### config.mk
export PLATFORM = sky130hd
export DESIGN_NAME = sr_ff_ctrl_flat
export DESIGN_NICKNAME = d
export VERILOG_FILES = /design/src/rtl/sr_ff_ctrl_if.sv /design/src/rtl/sr_ff_ctrl.sv /design/src/flat_wrapper.sv
export SDC_FILE = /design/constraint.sdc
export NUM_CORES = 1
export LEC_CHECK = 0
export BUFFER_PORTS_ARGS = -buffer_cell sky130_fd_sc_hd__buf_2
export CAP_MARGIN = 20
export CORE_MARGIN = 2
export CORE_UTILIZATION = 45
export CTS_BUF_LIST = sky130_fd_sc_hd__clkbuf_4 sky130_fd_sc_hd__clkbuf_8
export DETAILED_ROUTE_END_ITERATION = 7
export PLACE_DENSITY = 0.65
export SYNTH_ARGS = -nofsm -noshare
export SYNTH_HDL_FRONTEND = slang
export SYNTH_SLANG_ARGS = --single-unit
### constraint.sdc
create_clock -name clk -period 2 [get_ports clk]
set_input_delay 0.4 -clock clk [delete_from_list [all_inputs] [get_ports clk]]
set_output_delay 0.4 -clock clk [all_outputs]
set_load 0.02 [all_outputs]
### src/rtl/sr_ff_ctrl_if.sv
// Handshake and flop-feedback bundle between a requester/sr_ff pair and sr_ff_ctrl.
// The slave modport is the controller's view; the master modport is the requester and flop side.
interface sr_ff_ctrl_if;
    logic       req_valid;
    logic       req_level;
    logic       req_ready;
    logic       s;
    logic       r;
    logic       q;
    logic       nq;
    logic       busy;
    logic       done;
    logic       err;
    logic [1:0] err_code;

    modport master (
        output req_valid, req_level, q, nq,
        input  req_ready, s, r, busy, done, err, err_code
    );

    modport slave (
        input  req_valid, req_level, q, nq,
        output req_ready, s, r, busy, done, err, err_code
    );
endinterface

### src/rtl/sr_ff_ctrl.sv
// Drives one-sided S/R pulses into an SR flop on request, then watches q/nq until
// the flop settles. It reports done, or err with a code for a timeout or illegal feedback.
module sr_ff_ctrl #(
    parameter int PULSE_CYCLES   = 2,
    parameter int TIMEOUT_CYCLES = 8,
    parameter int CW             = 4
) (
    input logic         clk,
    input logic         rst,
    sr_ff_ctrl_if.slave bus
);
    // A zero pulse length still needs one driven cycle; the timeout needs at least one sample.
    localparam int PULSE_EFF = (PULSE_CYCLES < 1) ? 1 : PULSE_CYCLES;
    localparam int TO_EFF    = (TIMEOUT_CYCLES < 1) ? 1 : TIMEOUT_CYCLES;
    localparam logic [CW-1:0] PULSE_LAST = CW'(PULSE_EFF - 1);
    localparam logic [CW-1:0] TO_LAST    = CW'(TO_EFF - 1);

    typedef enum logic [2:0] {IDLE, DRIVE, SETTLE, DONE, ERR} state_t;

    state_t        state_q;
    logic [CW-1:0] cnt_q;
    logic          lvl_q;
    logic          s_q;
    logic          r_q;
    logic          ready_q;
    logic          busy_q;
    logic          done_q;
    logic          err_q;
    logic [1:0]    code_q;

    // The counter stops at its terminal value, so it can never wrap.
    always_ff @(posedge clk or posedge rst) begin
        if (rst) begin
            state_q <= IDLE;
            cnt_q   <= '0;
            lvl_q   <= 1'b0;
            s_q     <= 1'b0;
            r_q     <= 1'b0;
            ready_q <= 1'b1;
            busy_q  <= 1'b0;
            done_q  <= 1'b0;
            err_q   <= 1'b0;
            code_q  <= 2'b00;
        end else begin
            done_q <= 1'b0;
            err_q  <= 1'b0;
            case (state_q)
                IDLE: begin
                    if (bus.req_valid) begin
                        lvl_q   <= bus.req_level;
                        code_q  <= 2'b00;
                        cnt_q   <= '0;
                        ready_q <= 1'b0;
                        busy_q  <= 1'b1;
                        if (bus.q == bus.req_level && bus.nq == !bus.req_level) begin
                            state_q <= DONE;
                            done_q  <= 1'b1;
                        end else begin
                            state_q <= DRIVE;
                            s_q     <= bus.req_level;
                            r_q     <= !bus.req_level;
                        end
                    end
                end
                DRIVE: begin
                    if (cnt_q >= PULSE_LAST) begin
                        state_q <= SETTLE;
                        s_q     <= 1'b0;
                        r_q     <= 1'b0;
                        cnt_q   <= '0;
                    end else begin
                        cnt_q <= cnt_q + CW'(1);
                    end
                end
                SETTLE: begin
                    if (bus.q == bus.nq) begin
                        state_q <= ERR;
                        err_q   <= 1'b1;
                        code_q  <= 2'b10;
                    end else if (bus.q == lvl_q && bus.nq == !lvl_q) begin
                        state_q <= DONE;
                        done_q  <= 1'b1;
                    end else if (cnt_q >= TO_LAST) begin
                        state_q <= ERR;
                        err_q   <= 1'b1;
                        code_q  <= 2'b01;
                    end else begin
                        cnt_q <= cnt_q + CW'(1);
                    end
                end
                DONE, ERR: begin
                    state_q <= IDLE;
                    ready_q <= 1'b1;
                    busy_q  <= 1'b0;
                    cnt_q   <= '0;
                end
                default: begin
                    state_q <= IDLE;
                    s_q     <= 1'b0;
                    r_q     <= 1'b0;
                    ready_q <= 1'b1;
                    busy_q  <= 1'b0;
                    cnt_q   <= '0;
                end
            endcase
        end
    end

    assign bus.req_ready = ready_q;
    assign bus.s         = s_q;
    assign bus.r         = r_q;
    assign bus.busy      = busy_q;
    assign bus.done      = done_q;
    assign bus.err       = err_q;
    assign bus.err_code  = code_q;
endmodule

### src/flat_wrapper.sv
// flat-port wrapper written by rule: the top's interface ports become plain ports
module sr_ff_ctrl_flat 
#(
    parameter int PULSE_CYCLES   = 2,
    parameter int TIMEOUT_CYCLES = 8,
    parameter int CW             = 4
)
  (clk, rst, bus_req_valid, bus_req_level, bus_q, bus_nq, bus_req_ready, bus_s, bus_r, bus_busy, bus_done, bus_err, bus_err_code);
  sr_ff_ctrl_if bus_i ();
  input logic clk;
  input logic rst;
  input wire logic [$bits(bus_i.req_valid)-1:0] bus_req_valid;
  input wire logic [$bits(bus_i.req_level)-1:0] bus_req_level;
  input wire logic [$bits(bus_i.q)-1:0] bus_q;
  input wire logic [$bits(bus_i.nq)-1:0] bus_nq;
  output wire logic [$bits(bus_i.req_ready)-1:0] bus_req_ready;
  output wire logic [$bits(bus_i.s)-1:0] bus_s;
  output wire logic [$bits(bus_i.r)-1:0] bus_r;
  output wire logic [$bits(bus_i.busy)-1:0] bus_busy;
  output wire logic [$bits(bus_i.done)-1:0] bus_done;
  output wire logic [$bits(bus_i.err)-1:0] bus_err;
  output wire logic [$bits(bus_i.err_code)-1:0] bus_err_code;
  assign bus_i.req_valid = bus_req_valid;
  assign bus_i.req_level = bus_req_level;
  assign bus_i.q = bus_q;
  assign bus_i.nq = bus_nq;
  assign bus_req_ready = bus_i.req_ready;
  assign bus_s = bus_i.s;
  assign bus_r = bus_i.r;
  assign bus_busy = bus_i.busy;
  assign bus_done = bus_i.done;
  assign bus_err = bus_i.err;
  assign bus_err_code = bus_i.err_code;
  sr_ff_ctrl #(.PULSE_CYCLES(PULSE_CYCLES), .TIMEOUT_CYCLES(TIMEOUT_CYCLES), .CW(CW)) u_core (.clk(clk), .rst(rst), .bus(bus_i));
endmodule
==> impl_metrics.toml <==
[run_status]
status = "completed"

[routing]
vias = 807
drc_errors = 0
ant_nets = 0
drt_pass1_iterations = 5
wire_per_inst_um = 15.2
vias_per_cell = 5.81
drtIter0Drc = 14
wl_um = 2110

[setup_path]
crit_chain = "ha_1 > a21o_1 > or2_1 > o21ai_1 > mux2_1"
critPathCaptureType = "register"
crit_path_top_delay_cell = "dfrtp_1"
worst-path-max-fanout = 6
arrival_ns = 2.05
worstSetupPathType = "reg -> reg"
cpPeakStageDelay_ns = 0.45
ff2ff_path_depth = 5
crit_required_ns = 2.18
critPathLaunchType = "register"

[layout]
fillers = 169
layout.cells.most_common = "dfrtp_1"
nets = 122
drive_gt1_frac = 0.241
num_antenna_cells = 0
layout_common_cells = "dfrtp_1 (15), buf_2 (13), o21ai_0 (7), nand2_1 (7)"
areaGrowthSynthToFinish_pct = 14.1

[floorplanning]
coreArea_um2 = 1980
die_area_um2 = 2500
start_util = 0.480
core.rowCount = 16
die_x_um = 50.0
ios = 14
die_h_um = 50.0

[power_and_ir_drop]
p_leak_nw = 0.517
powerDensity_nw_per_um2 = 1370
power_w = 0.00148
ir_worst_vdd_v = 0.000678

[sta]
rsz0062_at_grt = "false"
setup_tns_ns = 0
slew_violations = 0
finalSetupViolations = 0
fmax_mhz = 537
hold_viol = 0
finalClockSkew_ns = 0.00453
fin_crit_ns = 1.86
finalWorstSetupSlack_ns = 0.139
fin_crit_sh = 0.931
worstMarginPinSlew_ns = 0.616
max_slew_margin = 0.589

[placement]
gp_congestion = 0.798
pre_cts_slack_ns = 0.114
hpwl_um = 1500
numPortBuffers = 13

[clock_tree]
cts_tree = "done"
postCtsHoldBufs = 0
path_clk_slew_ns = 0.10
clock-sinks = 16
cts_root_buf = "clkbuf_4"
h-tree-depth = 1
clk_latency_ns = 0.29
numCtsBuffers = 3
clockBufferDepth = 2

[synth]
synth-edff-count = 0
ys_seq_area_frac = 0.422
ys_ff_latch = 16
avgSynthCellArea_um2 = 10.0
async_flop_share = 1.00
syn_nets = 104
ys_types = 38
ys_warn_count = 0
syn-instance-count = 95
synthFlopType = "dfrtp_1"
synth.cell_area_um2 = 951

[grt]
grt_start_max_net_pins = 17
first_global_vias = 804
grt_overflow = 0
grt_pass1_wl_um = 3530
grtUsageTotal = 0.185
antenna_found_initial = 0

[run]
maxCapViolations = 0

[worst_hold_path]
hold_path_class = "in -> async"
## per-stage QoR
stage	cells	utilization	hold WS (ns)	cell area (µm²)
final	139	0.547	0.163	1080
after global routing	139	0.547	0.223	1080
after CTS	139	0.543	0.184	1080
after detailed placement	135	0.528	0.460	1050
after global placement	135	0.528	0.457	1050
after floorplan	95	-	0.313	951
## final timing paths
kind,from,endpoint,slack [ns]
worst min-delay path,rst,u_core.bus.busy$_DFFE_PP0P_,0.16
max in group asynchronous,rst,u_core.lvl_q$_DFFE_PP0P_,1.44
worst max-delay path,u_core.cnt_q[0]$_DFFE_PP0P_,u_core.cnt_q[0]$_DFFE_PP0P_,0.14
worst max register to register,u_core.cnt_q[0]$_DFFE_PP0P_,u_core.cnt_q[0]$_DFFE_PP0P_,0.14
worst min register to register,u_core.bus.err_code[1]$_DFFE_PP0P_,u_core.bus.err_code[1]$_DFFE_PP0P_,0.48
min in group clk,bus_req_level,u_core.lvl_q$_DFFE_PP0P_,0.38
## registers in the layout (all words and copies together) (netlist names)
register	flops
u_core.bus.s	1
u_core.lvl_q	1
u_core.bus.busy	1
u_core.bus.err	1
u_core.bus.req_ready	1
u_core.cnt_q	4
u_core.state_q	3
u_core.bus.err_code	2
u_core.bus.r	1
u_core.bus.done	1
## critical path, delay by kind of cell, from the launching register on
family | cells | cell delay [ns]
compound gates | 2 | 0.45
fa+ha+maj | 1 | 0.26
simple gates | 1 | 0.25
flops | 1 | 0.45
mux | 1 | 0.35
## cell usage after synthesis (3+ instances only)
| cell | instances | area share |
|---|---|---|
| a21oi_1 | 4 | 0.021 |
| dfrtp_1 | 15 | 0.39 |
| ha_1 | 3 | 0.039 |
| inv_1 | 4 | 0.016 |
| nand2_1 | 7 | 0.028 |
| nand2b_1 | 3 | 0.020 |
| nand3_1 | 3 | 0.016 |
| nor2_1 | 4 | 0.016 |
| nor3_1 | 4 | 0.021 |
| nor3b_1 | 3 | 0.024 |
| o21ai_0 | 7 | 0.037 |
## cell families (layout without fill, tap and decap cells)
group                    Yosys count  in the layout  share of synthesized area
AO/OA/AOI/OAI                     27             27                      0.196
adder cells (fa/ha/maj)            3              3                     0.0395
buffers and inverters              7             24                     0.0434
flip-flops                        16             16                      0.422
multiplexers                       6              6                     0.0763
AND/OR/NAND/NOR                   36             36                      0.222
## report_power, final
group          switching, W  internal (W)  leakage [nW]
Combinational      0.000393      0.000350         0.291
Clock              0.000107     0.0000912        0.0184
Sequential         0.000114      0.000428         0.207
## per-layer routing
metal	track usage	wire length, µm	part of all wire	vias to the layer above
met5	0	0	0	-
met3	0.0394	103	0.049	7
li1	-	-	-	381
met4	0.0833	44	0.021	0
met2	0.282	972	0.46	32
met1	0.250	987	0.47	387
## repair_timing
| action | CTS | global route |
|---|---|---|
| gates resized for setup | 0 | 1 |
| buffers inserted | 0 | 0 |
| setup endpoints to repair | 0 | 2 |
## area by class of cell
cell class / instances / area, µm² / area share
multi-input cells: 72 / 517 / 0.476
flip-flops and latches: 16 / 402 / 0.370
repair buffers: 16 / 87.6 / 0.0807
well taps: 27 / 33.8 / 0.0311
clock buffers: 4 / 30.0 / 0.0277
inverters: 4 / 15.0 / 0.0138
Note: power is estimated with default switching activity, not from simulation.
